File: src/rtl/mbtrain_pkg.sv
// rtl/mbtrain_pkg.sv - sideband encodings, exit codes and state type shared by MBTRAIN steps
package mbtrain_pkg;

    localparam logic [3:0] START_REQ                  = 4'd1;
    localparam logic [3:0] START_RESP                 = 4'd2;
    localparam logic [3:0] ERROR_REQ                  = 4'd3;
    localparam logic [3:0] ERROR_RESP                 = 4'd4;
    localparam logic [3:0] EXIT_TO_REPAIR_REQ         = 4'd5;
    localparam logic [3:0] EXIT_TO_REPAIR_RESP        = 4'd6;
    localparam logic [3:0] EXIT_TO_SPEED_DEGRADE_REQ  = 4'd7;
    localparam logic [3:0] EXIT_TO_SPEED_DEGRADE_RESP = 4'd8;
    localparam logic [3:0] DONE_REQ                   = 4'd9;
    localparam logic [3:0] DONE_RESP                  = 4'd10;
    localparam logic [3:0] EXIT_TO_PHYRETRAIN_REQ     = 4'd11;
    localparam logic [3:0] EXIT_TO_PHYRETRAIN_RESP    = 4'd12;

    // One-hot exit vector order: {done, repair, speed_degrade, phyretrain, timeout}
    localparam logic [4:0] EXIT_DONE          = 5'b10000;
    localparam logic [4:0] EXIT_REPAIR        = 5'b01000;
    localparam logic [4:0] EXIT_SPEED_DEGRADE = 5'b00100;
    localparam logic [4:0] EXIT_PHYRETRAIN    = 5'b00010;
    localparam logic [4:0] EXIT_TIMEOUT       = 5'b00001;

    typedef enum logic [3:0] {
        IDLE,
        SEND_START_REQ,
        WAIT_START_RESP,
        POINT_TEST,
        SEND_RESULT_REQ,
        WAIT_RESULT_RESP,
        SEND_EXIT_REQ,
        WAIT_EXIT_RESP,
        TEST_FINISH
    } state_e;

    function automatic logic [3:0] resp_for(input logic [3:0] req);
        case (req)
            START_REQ:                 resp_for = START_RESP;
            ERROR_REQ:                 resp_for = ERROR_RESP;
            EXIT_TO_REPAIR_REQ:        resp_for = EXIT_TO_REPAIR_RESP;
            EXIT_TO_SPEED_DEGRADE_REQ: resp_for = EXIT_TO_SPEED_DEGRADE_RESP;
            DONE_REQ:                  resp_for = DONE_RESP;
            EXIT_TO_PHYRETRAIN_REQ:    resp_for = EXIT_TO_PHYRETRAIN_RESP;
            default:                   resp_for = 4'd0;
        endcase
    endfunction

    function automatic logic is_wait(input state_e s);
        is_wait = (s == WAIT_START_RESP) || (s == WAIT_RESULT_RESP) || (s == WAIT_EXIT_RESP);
    endfunction

endpackage

File: src/rtl/sb_valid_ctrl.sv
// rtl/sb_valid_ctrl.sv - sideband TX valid handshake with collision deferral and fall detect
module sb_valid_ctrl (
    input  logic clk,
    input  logic rst_n,
    input  logic active,
    input  logic rx_valid,
    input  logic busy_negedge,
    output logic valid,
    output logic valid_fall
);

    logic active_q;
    logic valid_q;
    logic pending;
    logic entry;

    assign entry = active & ~active_q;

    always_ff @(posedge clk or negedge rst_n) begin
        if (!rst_n) begin
            active_q <= 1'b0;
            valid_q  <= 1'b0;
            valid    <= 1'b0;
            pending  <= 1'b0;
        end else begin
            active_q <= active;
            valid_q  <= valid;
            if (!active) begin
                valid   <= 1'b0;
                pending <= 1'b0;
            end else if (busy_negedge) begin
                valid <= 1'b0;
                if (entry) pending <= 1'b1;
            end else if (entry || pending) begin
                // Hold off while the responder owns the sideband
                if (rx_valid) begin
                    pending <= 1'b1;
                end else begin
                    valid   <= 1'b1;
                    pending <= 1'b0;
                end
            end
        end
    end

    // active_q gating stops a stale fall from a previous send leaking into a fresh one
    assign valid_fall = valid_q & ~valid & active_q;

endmodule

File: src/rtl/linkspeed_tx.sv
// rtl/linkspeed_tx.sv - initiator side of the MBTRAIN.LINKSPEED step
module linkspeed_tx
    import mbtrain_pkg::*;
#(
    parameter int TIMEOUT_CYCLES = 800000,
    parameter int CNT_W          = 20
) (
    input  logic        clk,
    input  logic        rst_n,
    input  logic        i_en,
    input  logic [3:0]  i_sideband_message,
    input  logic        i_rx_valid,
    input  logic        i_busy_negedge_detected,
    input  logic        i_point_test_ack,
    input  logic [15:0] i_lanes_result,
    input  logic        i_valid_framing_error,
    input  logic        i_phyretrain_req,
    input  logic        i_comming_from_repair,
    input  logic        i_first_8_tx_lanes_are_functional,
    input  logic        i_second_8_tx_lanes_are_functional,
    output logic [3:0]  o_sideband_message,
    output logic        o_valid_tx,
    output logic        o_point_test_en,
    output logic        o_test_ack,
    output logic        o_exit_done,
    output logic        o_exit_repair,
    output logic        o_exit_speed_degrade,
    output logic        o_exit_phyretrain,
    output logic        o_timeout
);

    state_e           state;
    state_e           next_state;
    logic [CNT_W-1:0] cnt;
    logic [15:0]      lanes_q;
    logic [4:0]       exit_q;
    logic [4:0]       exit_d;
    logic [3:0]       msg_d;
    logic             pt_en_d;
    logic             ack_d;
    logic             in_send;
    logic             valid_fall;
    logic             timeout_hit;
    logic             resp_ok;
    logic [3:0]       result_req;
    logic [3:0]       exit_req;

    assign in_send     = (state == SEND_START_REQ) || (state == SEND_RESULT_REQ) ||
                         (state == SEND_EXIT_REQ);
    assign timeout_hit = is_wait(state) && (cnt == CNT_W'(TIMEOUT_CYCLES - 1));
    assign resp_ok     = (i_sideband_message == resp_for(o_sideband_message));

    assign {o_exit_done, o_exit_repair, o_exit_speed_degrade, o_exit_phyretrain, o_timeout} = exit_q;

    sb_valid_ctrl u_valid (
        .clk          (clk),
        .rst_n        (rst_n),
        .active       (in_send),
        .rx_valid     (i_rx_valid),
        .busy_negedge (i_busy_negedge_detected),
        .valid        (o_valid_tx),
        .valid_fall   (valid_fall)
    );

    always_comb begin
        result_req = ERROR_REQ;
        if (i_phyretrain_req) begin
            result_req = EXIT_TO_PHYRETRAIN_REQ;
        end else if ((&i_lanes_result) && !i_valid_framing_error) begin
            result_req = DONE_REQ;
        end else if (i_comming_from_repair && !i_valid_framing_error &&
                     ((i_first_8_tx_lanes_are_functional && (&i_lanes_result[7:0])) ||
                      (i_second_8_tx_lanes_are_functional && (&i_lanes_result[15:8])))) begin
            result_req = DONE_REQ;
        end
    end

    // Repair is only worth trying once; a second failure degrades speed
    assign exit_req = (((&lanes_q[7:0]) || (&lanes_q[15:8])) && !i_comming_from_repair) ?
                      EXIT_TO_REPAIR_REQ : EXIT_TO_SPEED_DEGRADE_REQ;

    always_ff @(posedge clk or negedge rst_n) begin
        if (!rst_n) begin
            state <= IDLE;
            cnt   <= '0;
        end else begin
            state <= next_state;
            if (state != next_state)  cnt <= '0;
            else if (is_wait(state))  cnt <= cnt + 1'b1;
            else                      cnt <= '0;
        end
    end

    always_comb begin
        next_state = state;
        if (!i_en) begin
            next_state = IDLE;
        end else begin
            case (state)
                IDLE:            next_state = SEND_START_REQ;
                SEND_START_REQ:  if (valid_fall) next_state = WAIT_START_RESP;
                WAIT_START_RESP: begin
                    if (resp_ok)          next_state = POINT_TEST;
                    else if (timeout_hit) next_state = TEST_FINISH;
                end
                POINT_TEST:      if (i_point_test_ack) next_state = SEND_RESULT_REQ;
                SEND_RESULT_REQ: if (valid_fall) next_state = WAIT_RESULT_RESP;
                WAIT_RESULT_RESP: begin
                    if (resp_ok)
                        next_state = (o_sideband_message == ERROR_REQ) ? SEND_EXIT_REQ : TEST_FINISH;
                    else if (timeout_hit)
                        next_state = TEST_FINISH;
                end
                SEND_EXIT_REQ:   if (valid_fall) next_state = WAIT_EXIT_RESP;
                WAIT_EXIT_RESP:  if (resp_ok || timeout_hit) next_state = TEST_FINISH;
                TEST_FINISH:     next_state = TEST_FINISH;
                default:         next_state = IDLE;
            endcase
        end
    end

    always_comb begin
        msg_d   = o_sideband_message;
        pt_en_d = o_point_test_en;
        ack_d   = o_test_ack;
        exit_d  = exit_q;
        if (next_state == IDLE) begin
            msg_d   = 4'd0;
            pt_en_d = 1'b0;
            ack_d   = 1'b0;
            exit_d  = 5'd0;
        end else if (state != next_state) begin
            case (next_state)
                SEND_START_REQ:  msg_d = START_REQ;
                POINT_TEST:      pt_en_d = 1'b1;
                SEND_RESULT_REQ: begin
                    pt_en_d = 1'b0;
                    msg_d   = result_req;
                end
                SEND_EXIT_REQ:   msg_d = exit_req;
                TEST_FINISH: begin
                    ack_d = 1'b1;
                    if (!resp_ok) begin
                        exit_d = EXIT_TIMEOUT;
                    end else begin
                        case (o_sideband_message)
                            DONE_REQ:                  exit_d = EXIT_DONE;
                            EXIT_TO_PHYRETRAIN_REQ:    exit_d = EXIT_PHYRETRAIN;
                            EXIT_TO_REPAIR_REQ:        exit_d = EXIT_REPAIR;
                            EXIT_TO_SPEED_DEGRADE_REQ: exit_d = EXIT_SPEED_DEGRADE;
                            default:                   exit_d = EXIT_TIMEOUT;
                        endcase
                    end
                end
                default: ;
            endcase
        end
    end

    always_ff @(posedge clk or negedge rst_n) begin
        if (!rst_n) begin
            o_sideband_message <= 4'd0;
            o_point_test_en    <= 1'b0;
            o_test_ack         <= 1'b0;
            exit_q             <= 5'd0;
            lanes_q            <= 16'd0;
        end else begin
            o_sideband_message <= msg_d;
            o_point_test_en    <= pt_en_d;
            o_test_ack         <= ack_d;
            exit_q             <= exit_d;
            if (state == POINT_TEST && i_point_test_ack) lanes_q <= i_lanes_result;
        end
    end

endmodule

File: config.mk
export PLATFORM = sky130hd
export DESIGN_NAME = linkspeed_tx
export DESIGN_NICKNAME = d
export VERILOG_FILES = /design/src/rtl/mbtrain_pkg.sv /design/src/rtl/sb_valid_ctrl.sv /design/src/rtl/linkspeed_tx.sv
export SDC_FILE = /design/constraint.sdc
export NUM_CORES = 1
export LEC_CHECK = 0
export ABC_AREA = 1
export CAP_MARGIN = 20
export CORE_ASPECT_RATIO = 2
export CORE_MARGIN = 10
export CORE_UTILIZATION = 50
export CTS_BUF_LIST = sky130_fd_sc_hd__clkbuf_2
export CTS_CLUSTER_DIAMETER = 30
export DETAILED_ROUTE_END_ITERATION = 10
export PLACE_DENSITY_LB_ADDON = 0.3
export SYNTH_ARGS = -nofsm -noshare
export SYNTH_HDL_FRONTEND = slang
export SYNTH_HIERARCHICAL = 1
export SYNTH_SLANG_ARGS = --single-unit
File: constraint.sdc
create_clock -name clk -period 3.4 [get_ports clk]
set_input_delay 0.51 -clock clk [delete_from_list [all_inputs] [get_ports clk]]
set_output_delay 0.51 -clock clk [all_outputs]
set_load 0.01 [all_outputs]
==> impl_results.html, run 1 <==
<table>
<tr><th>Metric</th><th>Value</th></tr>
<tr><th colspan="2">Logic synthesis</th></tr>
<tr><td>Syn. warnings</td><td>6</td></tr>
<tr><td>Average instance area after synthesis</td><td>approximately 8.2 sq um</td></tr>
<tr><td>FFs w/ async S/R, synth</td><td>1.00</td></tr>
<tr><td>Nets in the synthesized netlist</td><td>approximately 430</td></tr>
<tr><td>Seq/Total Area, Yosys</td><td>0.429</td></tr>
<tr><td>Cell taking the most area after synthesis</td><td>dfrtp_1</td></tr>
<tr><td>Post-Synthesis Cell Area</td><td>between 3000 and 4000 sq um</td></tr>
<tr><td>Top cells by area, synth</td><td>dfrtp_1 (43%), nand2_1 (11%), inv_1 (5.4%)</td></tr>
<tr><td>Post-synthesis instance total</td><td>slightly below 400</td></tr>
<tr><td>EDFF count, synth</td><td>0</td></tr>
<tr><td>Most instantiated flip-flop cell in the synthesis netlist</td><td>dfrtp_1</td></tr>
<tr><td>Count leader, synth</td><td>nand2_1</td></tr>
<tr><td>Netlist cell types</td><td>37</td></tr>
<tr><td>Leading cell types by count after synthesis</td><td>nand2_1 (96), dfrtp_1 (55), inv_1 (46)</td></tr>
<tr><td>Post-synth top area share</td><td>0.429</td></tr>
<tr><td>Seq cells post-synth</td><td>55</td></tr>
<tr><th colspan="2">Die</th></tr>
<tr><td>Number of cell rows</td><td>between 40 and 50</td></tr>
<tr><td>Effective utilization at floorplan</td><td>0.513</td></tr>
<tr><td>Number of ports placed on the die boundary</td><td>43</td></tr>
<tr><td>Area of the die</td><td>between 10000 and 15000 sq um</td></tr>
<tr><td>Die extent in y</td><td>around 130 um</td></tr>
<tr><td>Die Width</td><td>between 70 and 80 um</td></tr>
<tr><td>Total core area</td><td>about 6300 sq um</td></tr>
<tr><th colspan="2">CTS</th></tr>
<tr><td>Gates resized, CTS repair</td><td>0</td></tr>
<tr><td>Post-CTS setup repair buffer count</td><td>0</td></tr>
<tr><td>Number of buffers added by the clock tree synthesis step</td><td>5</td></tr>
<tr><td>H-Tree Level Count</td><td>2</td></tr>
<tr><td>TritonCTS clock tree</td><td>done</td></tr>
<tr><td>Number of sinks on the clock net</td><td>55</td></tr>
<tr><td>Number of buffers on the longest clock path</td><td>2</td></tr>
<tr><td>Count of hold-fix buffers inserted at cts</td><td>0</td></tr>
<tr><td>Clock Tree Root</td><td>clkbuf_2</td></tr>
<tr><td>Worst skew pair latency</td><td>0.46 ns</td></tr>
<tr><td>Clock slew seen by the registers of the worst setup and hold paths</td><td>around 0.26 ns</td></tr>
<tr><th colspan="2">Critical path</th></tr>
<tr><td>Source of the worst register-to-register timing path</td><td>state[3]</td></tr>
<tr><td>Setup slack on the worst flop-to-flop path</td><td>between 0.6 and 0.7 ns</td></tr>
<tr><td>WP data required</td><td>~3.8 ns</td></tr>
<tr><td>Ordered cell list for the critical path</td><td>nor2_2 -&gt; nand3_1 -&gt; nand2_1 -&gt; nand2_1 -&gt; nor2_2 -&gt; nor2_1 -&gt; a21oi_2 -&gt; nand2_2 -&gt; nand2_1 -&gt; nand3_2 -&gt; nor2_4 -&gt; nand2_2 -&gt; nand4_1 -&gt; nand2_1</td></tr>
<tr><td>Classification of the worst setup path</td><td>flop to flop</td></tr>
<tr><td>CP max stage cell</td><td>dfrtp_1</td></tr>
<tr><td>Launching element type of the critical path</td><td>flop</td></tr>
<tr><td>Biggest fanout along the worst timing path</td><td>23</td></tr>
<tr><td>Delay of the slowest cell on the worst path</td><td>between 0.5 and 0.6 ns</td></tr>
<tr><td>Worst endpoint data arrival time</td><td>3.12 ns</td></tr>
<tr><td>Gate family responsible for the most delay along the worst path</td><td>simple AND/OR/NAND/NOR gates</td></tr>
<tr><td>Buffers and inverters on the worst path</td><td>0</td></tr>
<tr><td>Most common cell on crit path</td><td>nand2_1</td></tr>
<tr><td>R2R cell count</td><td>14</td></tr>
<tr><td>CP Capture Type</td><td>flop</td></tr>
<tr><td>Worst r2r dst</td><td>exit_q[4]</td></tr>
<tr><th colspan="2">Power</th></tr>
<tr><td>Final Total Pwr</td><td>roughly 1.1 mW</td></tr>
<tr><td>Power Density</td><td>between 200 and 300 nW/um^2</td></tr>
<tr><td>Lkg Pwr</td><td>approximately 1.7 nW</td></tr>
<tr><td>Maximum vdd drop</td><td>around 0.29 mV</td></tr>
<tr><th colspan="2">Global route</th></tr>
<tr><td>Largest net degree at the start of global routing</td><td>33</td></tr>
<tr><td>Overall overflow remaining after global route</td><td>0</td></tr>
<tr><td>Via count of the first global-routing pass</td><td>about 2900</td></tr>
<tr><td>Global-route wire length before repair</td><td>~13 mm</td></tr>
<tr><td>Antenna violations before repair</td><td>0</td></tr>
<tr><td>All-Layer GR Usage</td><td>0.149</td></tr>
<tr><th colspan="2">Timing</th></tr>
<tr><td>Setup violators final</td><td>0</td></tr>
<tr><td>Setup repair after global routing missed its margin</td><td>no</td></tr>
<tr><td>Max Fclk</td><td>around 360 MHz</td></tr>
<tr><td>Share of the cycle needed by the critical path after routing</td><td>0.811</td></tr>
<tr><td>Setup tns final</td><td>0 ns</td></tr>
<tr><td>Hold WS</td><td>between 0.04 and 0.05 ns</td></tr>
<tr><td>Worst Tran Pin Value</td><td>approximately 0.74 ns</td></tr>
<tr><td>Final max-slew violation count</td><td>0</td></tr>
<tr><td>Number of hold-slack violations in the final timing report</td><td>0</td></tr>
<tr><td>Period minus WS final</td><td>approximately 2.8 ns</td></tr>
<tr><td>Worst max-slew margin expressed relative to the limit</td><td>0.507</td></tr>
<tr><td>Setup Skew</td><td>between 0.02 and 0.03 ns</td></tr>
<tr><th colspan="2">Place</th></tr>
<tr><td>Number of buffer cells added on primary ports</td><td>42</td></tr>
<tr><td>RePlAce Congestion</td><td>between 0.9 and 1</td></tr>
<tr><td>DPL Wire Length</td><td>between 5 and 6 mm</td></tr>
<tr><th colspan="2">Drt</th></tr>
<tr><td>Number of vias in the routed layout</td><td>2723</td></tr>
<tr><td>Average vias per placed instance</td><td>just over 5</td></tr>
<tr><td>Pre-antenna DRT Iters</td><td>5</td></tr>
<tr><td>Total Routed Length</td><td>7.16 mm</td></tr>
<tr><td>Post-detailed-route DRC marker count</td><td>0</td></tr>
<tr><td>Drt first-iter violations</td><td>roughly 140</td></tr>
<tr><td>Routed wirelength normalized by instance count</td><td>about 14 um</td></tr>
<tr><td>Number of routed nets with antenna violations</td><td>0</td></tr>
<tr><th colspan="2">Final layout</th></tr>
<tr><td>Final Net Count</td><td>470</td></tr>
<tr><td>Area occupied by multi-input gates</td><td>about 1600 sq um</td></tr>
<tr><td>Antenna Diode Count</td><td>0</td></tr>
<tr><td>Fraction of final layout cells sized beyond drive strength 1</td><td>0.167</td></tr>
<tr><td>Sequential Area</td><td>roughly 1400 sq um</td></tr>
<tr><td>FILL cells</td><td>between 500 and 600</td></tr>
<tr><td>Synthesis-to-finish area growth</td><td>16.6%</td></tr>
<tr><th colspan="2">Outcome</th></tr>
<tr><td>Result of the run</td><td>complete, no violations</td></tr>
<tr><th colspan="2">Run</th></tr>
<tr><td>Number of maximum-capacitance violations</td><td>0</td></tr>
<tr><th colspan="2">Worst hold path</th></tr>
<tr><td>Hold WC Path Type</td><td>primary input to async pin</td></tr>
</table>
[layout make-up]
class / instances / share of cell area
inverter: 50 / 0.0501
sequential: 55 / 0.367
tap: 86 / 0.0287
timing repair buffer: 45 / 0.117
clock inverter: 2 / 0.00234
clock buffer: 5 / 0.00668
multi-input combinational: 281 / 0.428
[how the worst max path moves through the flow]
stage	startpoint	slack, ns	depth (start not counted)	endpoint
2_1_floorplan	cnt[0]	1.25	15	o_sideband_message[0]
3_3_place_gp	i_en	0.54	12	o_sideband_message[0]
3_5_place_dp	i_en	0.46	12	exit_q[4]
4_1_cts	cnt[0]	0.61	13	cnt[15]
5_1_grt	cnt[0]	0.18	13	cnt[15]
6_report	state[3]	0.64	14	exit_q[4]
[power breakdown]
part	internal [mW]	switching [mW]	leakage, nW	total (mW)
Combinational	0.0733	0.0960	0.924	0.169
Clock	0.0434	0.197	0.0262	0.240
Sequential	0.675	0.0151	0.759	0.690
Total	0.792	0.308	1.71	1.10
[routing by layer]
metal / vias up / global-route usage / share of wire
li1: 1374 / - / -
met1: 1284 / 0.144 / 0.37
met3: 15 / 0.0350 / 0.037
met2: 50 / 0.289 / 0.57
met5: - / 0 / 0
met4: 0 / 0.0603 / 0.025
[stage by stage]
step | cells | cell area [sq um] | worst slack [ns] | util
finish | 524 | 3750 | 0.643 | 0.599
global route | 524 | 3750 | 0.182 | 0.599
CTS | 524 | 3750 | 0.613 | 0.599
detailed placement | 517 | 3710 | 0.459 | 0.593
global placement | 517 | 3710 | 0.538 | 0.593
floorplan | 393 | 3210 | 1.25 | -
[placed cells by master (no fill, tap or decap), drive strengths merged]
| master | count |
|---|---|
| ha | 1 |
| nor2 | 39 |
| nor4 | 2 |
| mux2 | 14 |
| a21oi | 5 |
| inv | 50 |
| nand4 | 22 |
| clkinv | 2 |
| a221oi | 1 |
| clkdlybuf4s50 | 41 |
| and3 | 1 |
| o22ai | 1 |
| buf | 4 |
| a31oi | 1 |
| a22o | 1 |
| nand3 | 39 |
| o21ai | 9 |
| dfrtp | 55 |
| nor3 | 23 |
| clkbuf | 5 |
| o2111ai | 1 |
| nand2 | 108 |
| nand3b | 1 |
| o21bai | 1 |
| xnor2 | 5 |
| nor3b | 1 |
| xor2 | 5 |
[flip-flops by register name, indices dropped and copies added (netlist names), 4 cells and up]
signal              flops
cnt                    20
lanes_q                16
exit_q                  5
o_sideband_message      4
state                   4
[cell families (layout without fill, tap and decap cells)]
| family | Yosys count | count (layout) | synth area share |
|---|---|---|---|
| flops | 55 | 55 | 0.429 |
| buf+inv | 57 | 102 | 0.0725 |
| fa+ha+maj | 1 | 1 | 0.00389 |
| compound gates | 20 | 20 | 0.0409 |
| mux | 14 | 14 | 0.0491 |
| simple gates | 236 | 236 | 0.378 |
| xor+xnor | 10 | 10 | 0.0273 |
(Power assumes the default switching activity.)
==> run 2: changes to the inputs <==
- clock period: 3.4 -> 2.5 ns (I/O delays scaled with it)
==> run 2 against run 1 <==
  * Sequential share of layout area shrank 2.1 points
  * Combinational power grew 59%
  * Via count grew 5.8%
  * Design area grew 6.2%
  * Clock power grew 46%
  * Global-route usage shrank 0.29 points
  * Fmax grew 18%
  * Wire length grew 6.8%
  * Critical endpoint is now exit_q[1]
==> impl_results.html, run 2 (synthesized netlist as in run 1, its figures left out) <==
<table>
<tr><th>Metric</th><th>Value</th></tr>
<tr><th colspan="2">Outcome</th></tr>
<tr><td>Result of the run</td><td>complete, no violations</td></tr>
<tr><th colspan="2">Die</th></tr>
<tr><td>Number of cell rows</td><td>41</td></tr>
<tr><td>Die Width</td><td>around 77 um</td></tr>
<tr><td>Area of the die</td><td>10200 sq um</td></tr>
<tr><td>Die extent in y</td><td>133 um</td></tr>
<tr><td>Number of ports placed on the die boundary</td><td>43</td></tr>
<tr><td>Total core area</td><td>around 6300 sq um</td></tr>
<tr><td>Effective utilization at floorplan</td><td>0.513</td></tr>
<tr><th colspan="2">Power</th></tr>
<tr><td>Maximum vdd drop</td><td>0.330 mV</td></tr>
<tr><td>Lkg Pwr</td><td>around 1.8 nW</td></tr>
<tr><td>Combinational share of power</td><td>0.173</td></tr>
<tr><td>Internal power</td><td>~1.1 mW</td></tr>
<tr><td>Power spent charging and discharging nets</td><td>approximately 440 uW</td></tr>
<tr><td>Clock share of power</td><td>0.225</td></tr>
<tr><td>Net switching fraction of the power</td><td>0.284</td></tr>
<tr><td>Sequential cell fraction of total power</td><td>0.602</td></tr>
<tr><td>Power Density</td><td>slightly below 400 nW/um^2</td></tr>
<tr><th colspan="2">Place</th></tr>
<tr><td>Number of buffer cells added on primary ports</td><td>between 40 and 50</td></tr>
<tr><td>Area after DPL</td><td>approximately 3800 sq um</td></tr>
<tr><td>DPL Wire Length</td><td>about 6 mm</td></tr>
<tr><td>RePlAce Congestion</td><td>around 0.96</td></tr>
<tr><th colspan="2">Critical path</th></tr>
<tr><td>CP max stage cell</td><td>dfrtp_1</td></tr>
<tr><td>CP Capture Type</td><td>flop</td></tr>
<tr><td>Classification of the worst setup path</td><td>flop to flop</td></tr>
<tr><td>Worst r2r dst</td><td>exit_q[1]</td></tr>
<tr><td>Source of the worst register-to-register timing path</td><td>cnt[0]</td></tr>
<tr><td>Most common cell on crit path</td><td>nand2_1</td></tr>
<tr><td>Biggest fanout along the worst timing path</td><td>6</td></tr>
<tr><td>Delay of the slowest cell on the worst path</td><td>between 0.4 and 0.5 ns</td></tr>
<tr><td>Setup slack on the worst flop-to-flop path</td><td>~0.17 ns</td></tr>
<tr><td>WP data required</td><td>roughly 2.9 ns</td></tr>
<tr><td>Ordered cell list for the critical path</td><td>ha_2 -&gt; nand2_2 -&gt; nor3_2 -&gt; buf_4 -&gt; nand2_1 -&gt; nor2_2 -&gt; nor2_1 -&gt; nand2_1 -&gt; nand4_1 -&gt; nand3_1 -&gt; nand3_2 -&gt; nor2_4 -&gt; nand3_4 -&gt; nand2_4 -&gt; nand2_1 -&gt; nand2_1</td></tr>
<tr><td>R2R cell count</td><td>16</td></tr>
<tr><td>Launching element type of the critical path</td><td>flop</td></tr>
<tr><td>Worst endpoint data arrival time</td><td>around 2.8 ns</td></tr>
<tr><th colspan="2">Timing</th></tr>
<tr><td>Worst max-slew margin expressed relative to the limit</td><td>0.546</td></tr>
<tr><td>Final max-slew violation count</td><td>0</td></tr>
<tr><td>Setup violators final</td><td>0</td></tr>
<tr><td>Worst Tran Pin Value</td><td>0.681 ns</td></tr>
<tr><td>Max Fclk</td><td>429 MHz</td></tr>
<tr><td>Period minus WS final</td><td>roughly 2.3 ns</td></tr>
<tr><td>Share of the cycle needed by the critical path after routing</td><td>0.932</td></tr>
<tr><td>Setup Skew</td><td>0.0294 ns</td></tr>
<tr><td>Hold WS</td><td>between 0.4 and 0.5 ns</td></tr>
<tr><td>Number of hold-slack violations in the final timing report</td><td>0</td></tr>
<tr><th colspan="2">Final layout</th></tr>
<tr><td>Top library cells by usage in the layout, fill and taps aside</td><td>nand2_1 (95), dfrtp_1 (52), inv_1 (46)</td></tr>
<tr><td>Most common cell after layout, fill and taps aside</td><td>nand2_1</td></tr>
<tr><td>Final Instance Area</td><td>between 3000 and 4000 sq um</td></tr>
<tr><td>Final Net Count</td><td>a little under 500</td></tr>
<tr><td>Register with the most flip-flops</td><td>cnt</td></tr>
<tr><td>Antenna Diode Count</td><td>0</td></tr>
<tr><td>Synthesis-to-finish area growth</td><td>23.9%</td></tr>
<tr><td>Fraction of final layout cells sized beyond drive strength 1</td><td>0.229</td></tr>
<tr><td>Max reg flops</td><td>20</td></tr>
<tr><td>Largest registers</td><td>cnt: 20 flops, lanes_q: 16 flops, exit_q: 5 flops</td></tr>
<tr><th colspan="2">CTS</th></tr>
<tr><td>Clock slew seen by the registers of the worst setup and hold paths</td><td>0.27 ns</td></tr>
<tr><td>Clock Tree Root</td><td>clkbuf_2</td></tr>
<tr><td>TritonCTS clock tree</td><td>done</td></tr>
<tr><td>Number of sinks on the clock net</td><td>between 50 and 60</td></tr>
<tr><td>Number of buffers on the longest clock path</td><td>2</td></tr>
<tr><td>Worst skew pair latency</td><td>slightly below 0.5 ns</td></tr>
<tr><td>Number of buffers added by the clock tree synthesis step</td><td>5</td></tr>
<tr><td>H-Tree Level Count</td><td>2</td></tr>
<tr><th colspan="2">Run</th></tr>
<tr><td>Number of maximum-capacitance violations</td><td>0</td></tr>
<tr><th colspan="2">Drt</th></tr>
<tr><td>Number of routed nets with antenna violations</td><td>0</td></tr>
<tr><td>Pre-antenna DRT Iters</td><td>5</td></tr>
<tr><td>Average vias per placed instance</td><td>5.26</td></tr>
<tr><td>Drt first-iter violations</td><td>roughly 210</td></tr>
<tr><td>Total Routed Length</td><td>7.64 mm</td></tr>
<tr><td>Post-detailed-route DRC marker count</td><td>0</td></tr>
<tr><td>Routed wirelength normalized by instance count</td><td>between 10 and 15 um</td></tr>
<tr><td>Number of vias in the routed layout</td><td>2880</td></tr>
<tr><th colspan="2">Global route</th></tr>
<tr><td>Global-route wire length before repair</td><td>around 13 mm</td></tr>
<tr><td>Antenna violations before repair</td><td>0</td></tr>
<tr><td>Overall overflow remaining after global route</td><td>0</td></tr>
<tr><td>Largest net degree at the start of global routing</td><td>56</td></tr>
<tr><td>All-Layer GR Usage</td><td>0.146</td></tr>
<tr><td>Via count of the first global-routing pass</td><td>~2900</td></tr>
<tr><th colspan="2">Worst hold path</th></tr>
<tr><td>Depth of the worst hold-timing path</td><td>3</td></tr>
<tr><td>Worst hold path startpoint</td><td>i_rx_valid</td></tr>
<tr><td>Worst Hold End</td><td>u_valid/pending</td></tr>
<tr><td>Hold WC Path Type</td><td>primary input to flop</td></tr>
</table>
## run 2: how the worst max path moves through the flow
| stage | startpoint | endpoint |
|---|---|---|
| floorplan | cnt[0] | o_sideband_message[0] |
| global placement | i_sideband_message[1] | cnt[5] |
| detailed placement | i_sideband_message[1] | cnt[7] |
| CTS | cnt[0] | cnt[7] |
| global route | o_sideband_message[2] | o_test_ack |
| finish | cnt[0] | exit_q[1] |
## run 2: worst max-delay path, delay by kind of cell, from the launching register on
| kind | cells | cell delay, ns |
|---|---|---|
| AND/OR/NAND/NOR | 14 | 1.50 |
| adder cells (fa/ha/maj) | 1 | 0.20 |
| buffers and inverters | 1 | 0.15 |
| flip-flops | 1 | 0.44 |
## run 2: cell type report
type | instances | area, sq um
Clock inverter | 2 | 12.5
Clock buffer | 6 | 30.0
Tap cell | 86 | 108
Fill cell | 577 | 2280
Sequential cell | 55 | 1380
Inverter | 50 | 188
Multi-Input combinational cell | 282 | 1640
Timing Repair Buffer | 67 | 618
## run 2: per-stage QoR
stage / cells / worst slack, ns / setup TNS (ns) / power [mW] / util
2_1_floorplan: 393 / 0.348 / 0 / 1.08 / -
3_3_place_gp: 530 / 0.106 / 0 / 1.20 / 0.611
3_5_place_dp: 530 / 0.0397 / 0 / 1.21 / 0.611
4_1_cts: 539 / 0.0481 / 0 / 1.56 / 0.619
5_1_grt: 548 / -0.0267 / -0.252 / 1.62 / 0.636
6_report: 548 / 0.169 / 0 / 1.55 / 0.636
## run 2: timing repair
action | in CTS | in global routing
hold buffers | 1 | 0
resized for setup | 0 | 11
endpoints found under the setup margin | 0 | 31
buffers inserted | 0 | 8
hold endpoints to repair | 55 | 0
## run 2: power by group through the flow
stage               logic [mW]  registers (mW)  clock network [mW]
floorplan                0.126           0.953                   0
global route             0.294           0.940               0.387
detailed placement       0.257           0.952                   0
CTS                      0.259           0.936               0.363
finish                   0.269           0.936               0.350
global placement         0.252           0.950                   0
## run 2: layer usage
layer / track usage / vias to the layer above / share of wire
met5: 0 / - / 0
met4: 0.0717 / 0 / 0.024
met3: 0.0350 / 19 / 0.041
met2: 0.286 / 70 / 0.58
met1: 0.134 / 1361 / 0.35
li1: - / 1430 / -
==> run 3: changes to the inputs <==
- GPL_TIMING_DRIVEN: not set -> 0
==> run 3 against run 2 <==
  * Global-route usage is 0.22 points higher
  * Register-to-register slack got worse by 0.05 ns
  * Wire length down 0.84%
  * Highest routed layer unchanged
  * Flip-flop and latch count unchanged
  * Die area is the same
  * Largest cell class unchanged
==> impl_results.html, run 3 (synthesized netlist as in run 1, its figures left out) <==
<table>
<tr><th>Metric</th><th>Value</th></tr>
<tr><th colspan="2">Drt</th></tr>
<tr><td>Post-detailed-route DRC marker count</td><td>0</td></tr>
<tr><td>Number of vias in the routed layout</td><td>around 2900</td></tr>
<tr><td>Drt first-iter violations</td><td>approximately 210</td></tr>
<tr><td>Number of routed nets with antenna violations</td><td>0</td></tr>
<tr><td>Routed wirelength normalized by instance count</td><td>about 14 um</td></tr>
<tr><td>Average vias per placed instance</td><td>5.34</td></tr>
<tr><td>Pre-antenna DRT Iters</td><td>4</td></tr>
<tr><td>Total Routed Length</td><td>roughly 7.6 mm</td></tr>
<tr><th colspan="2">Critical path</th></tr>
<tr><td>CP Capture Type</td><td>flop</td></tr>
<tr><td>WP data required</td><td>just under 3 ns</td></tr>
<tr><td>Ordered cell list for the critical path</td><td>nand2_2 -&gt; inv_1 -&gt; nand2_2 -&gt; nand2_2 -&gt; nand2_2 -&gt; nand2_2 -&gt; nor2_4 -&gt; nand4_1 -&gt; nand4_1 -&gt; nand2_2 -&gt; nand2_2 -&gt; nand3_2 -&gt; nor2_4 -&gt; nand2_4 -&gt; buf_12 -&gt; nand3_2 -&gt; nand2_1</td></tr>
<tr><td>Launching element type of the critical path</td><td>flop</td></tr>
<tr><td>Worst endpoint data arrival time</td><td>roughly 2.8 ns</td></tr>
<tr><td>CP max stage cell</td><td>dfrtp_2</td></tr>
<tr><td>Delay of the slowest cell on the worst path</td><td>0.51 ns</td></tr>
<tr><td>Buffers and inverters on the worst path</td><td>2</td></tr>
<tr><td>Gate family responsible for the most delay along the worst path</td><td>simple AND/OR/NAND/NOR gates</td></tr>
<tr><td>Classification of the worst setup path</td><td>flop to flop</td></tr>
<tr><td>Most common cell on crit path</td><td>nand2_2</td></tr>
<tr><td>Biggest fanout along the worst timing path</td><td>6</td></tr>
<tr><th colspan="2">Final layout</th></tr>
<tr><td>Top library cells by usage in the layout, fill and taps aside</td><td>nand2_1 (87), dfrtp_1 (50), inv_1 (45)</td></tr>
<tr><td>Final Net Count</td><td>slightly below 500</td></tr>
<tr><td>Final core utilization</td><td>0.647</td></tr>
<tr><td>Antenna Diode Count</td><td>0</td></tr>
<tr><td>Synthesis-to-finish area growth</td><td>26.1%</td></tr>
<tr><td>Largest registers</td><td>cnt: 20 flops, lanes_q: 16 flops, exit_q: 5 flops</td></tr>
<tr><td>Final Non-Filler Cells</td><td>between 500 and 600</td></tr>
<tr><td>Most common cell after layout, fill and taps aside</td><td>nand2_1</td></tr>
<tr><td>Max reg flops</td><td>20</td></tr>
<tr><td>Fraction of final layout cells sized beyond drive strength 1</td><td>0.246</td></tr>
<tr><td>Register with the most flip-flops</td><td>cnt</td></tr>
<tr><th colspan="2">Die</th></tr>
<tr><td>Effective utilization at floorplan</td><td>0.513</td></tr>
<tr><td>Number of cell rows</td><td>41</td></tr>
<tr><td>Number of ports placed on the die boundary</td><td>43</td></tr>
<tr><td>Die extent in y</td><td>between 100 and 150 um</td></tr>
<tr><td>Area of the die</td><td>slightly above 10000 sq um</td></tr>
<tr><td>Total core area</td><td>about 6300 sq um</td></tr>
<tr><td>Die Width</td><td>76.7 um</td></tr>
<tr><th colspan="2">CTS</th></tr>
<tr><td>Number of buffers on the longest clock path</td><td>2</td></tr>
<tr><td>Number of buffers added by the clock tree synthesis step</td><td>5</td></tr>
<tr><td>Number of sinks on the clock net</td><td>55</td></tr>
<tr><td>Clock slew seen by the registers of the worst setup and hold paths</td><td>between 0.2 and 0.3 ns</td></tr>
<tr><td>TritonCTS clock tree</td><td>done</td></tr>
<tr><td>Worst skew pair latency</td><td>~0.5 ns</td></tr>
<tr><td>H-Tree Level Count</td><td>2</td></tr>
<tr><td>Clock Tree Root</td><td>clkbuf_2</td></tr>
<tr><th colspan="2">Timing</th></tr>
<tr><td>Period minus WS final</td><td>around 2.4 ns</td></tr>
<tr><td>Setup tns final</td><td>0 ns</td></tr>
<tr><td>Setup Skew</td><td>0.0181 ns</td></tr>
<tr><td>Setup repair after global routing missed its margin</td><td>yes</td></tr>
<tr><td>Number of hold-slack violations in the final timing report</td><td>0</td></tr>
<tr><td>Max Fclk</td><td>419 MHz</td></tr>
<tr><td>Worst max-slew margin expressed relative to the limit</td><td>0.502</td></tr>
<tr><td>Share of the cycle needed by the critical path after routing</td><td>0.954</td></tr>
<tr><td>Setup violators final</td><td>0</td></tr>
<tr><td>Final max-slew violation count</td><td>0</td></tr>
<tr><td>Worst Tran Pin Value</td><td>between 0.7 and 0.8 ns</td></tr>
<tr><td>Hold WS</td><td>between 0.2 and 0.25 ns</td></tr>
<tr><th colspan="2">Global route</th></tr>
<tr><td>Via count of the first global-routing pass</td><td>2907</td></tr>
<tr><td>All-Layer GR Usage</td><td>0.149</td></tr>
<tr><td>Largest net degree at the start of global routing</td><td>38</td></tr>
<tr><td>Global-route wire length before repair</td><td>12.7 mm</td></tr>
<tr><td>Overall overflow remaining after global route</td><td>0</td></tr>
<tr><td>Antenna violations before repair</td><td>0</td></tr>
<tr><th colspan="2">Place</th></tr>
<tr><td>RePlAce Congestion</td><td>0.858</td></tr>
<tr><td>DPL Wire Length</td><td>5.62 mm</td></tr>
<tr><td>DP Cell Count</td><td>~520</td></tr>
<tr><td>Number of buffer cells added on primary ports</td><td>between 40 and 50</td></tr>
<tr><th colspan="2">Power</th></tr>
<tr><td>Maximum vdd drop</td><td>~0.41 mV</td></tr>
<tr><td>Final Total Pwr</td><td>around 1.6 mW</td></tr>
<tr><td>Lkg Pwr</td><td>around 1.9 nW</td></tr>
<tr><td>Power Density</td><td>a little under 400 nW/um^2</td></tr>
<tr><th colspan="2">Run</th></tr>
<tr><td>Number of maximum-capacitance violations</td><td>0</td></tr>
<tr><th colspan="2">Worst hold path</th></tr>
<tr><td>Hold WC Path Type</td><td>primary input to flop</td></tr>
<tr><th colspan="2">Outcome</th></tr>
<tr><td>Result of the run</td><td>complete, no violations</td></tr>
</table>
==> run 3: worst reg2reg max path, delay by kind of cell, from the launching register on <==
kind	cells	cell delay (ns)
AND/OR/NAND/NOR	15	1.56
flip-flops	1	0.51
buffers and inverters	2	0.22
==> run 3: report_power, final <==
group	leakage, nW	total, mW	internal, mW	switching (mW)
combinational	1.08	0.296	0.142	0.154
clock	0.0266	0.363	0.0671	0.296
sequential	0.751	0.939	0.919	0.0199
==> run 3: timing repair <==
action,CTS,global route
pin swaps,0,14
gates cloned,0,2
hold buffers,1,0
setup endpoints to repair,28,31
buffers inserted,0,14
hold endpoints to repair,18,0
resized for setup,1,30
==> run 3: worst paths after layout <==
kind / startpoint / end / slack, ns / cells past startpoint
min: i_en / state[0] / 0.21 / 3
min reg2reg: u_valid/valid / u_valid/valid_q / 0.50 / 0
max reg2reg: o_sideband_message[1] / o_sideband_message[0] / 0.12 / 17
max: o_sideband_message[1] / o_sideband_message[0] / 0.12 / 17
min in group asynchronous: rst_n / cnt[11] / 0.30 / 2
max in group asynchronous: rst_n / o_sideband_message[0] / 1.63 / 3
==> run 3: stage by stage <==
step	instance area, sq um	setup WS (ns)
floorplan	3210	0.348
global placement	3730	-0.591
global route	4050	-0.0747
finish	4050	0.116
CTS	3800	0.0201
detailed placement	3740	-0.115
==> run 3: layout make-up <==
| cell class | instances | area [sq um] |
|---|---|---|
| inverters | 50 | 188 |
| multi-input cells | 282 | 1710 |
| well taps | 86 | 108 |
| clock inverters | 3 | 20.0 |
| flip-flops and latches | 55 | 1380 |
| fillers | 532 | 2210 |
| clock buffers | 5 | 25.0 |
| repair buffers | 58 | 566 |
| plain buffers | 7 | 57.6 |
==> run 3: per-layer routing <==
layer | share of wire | global-route usage | wire (um) | up-vias
met2 | 0.56 | 0.285 | 4270 | 81
met3 | 0.045 | 0.0377 | 341 | 20
met1 | 0.36 | 0.140 | 2760 | 1390
met5 | 0 | 0 | 0 | -
li1 | - | - | - | 1425
met4 | 0.027 | 0.0717 | 206 | 0
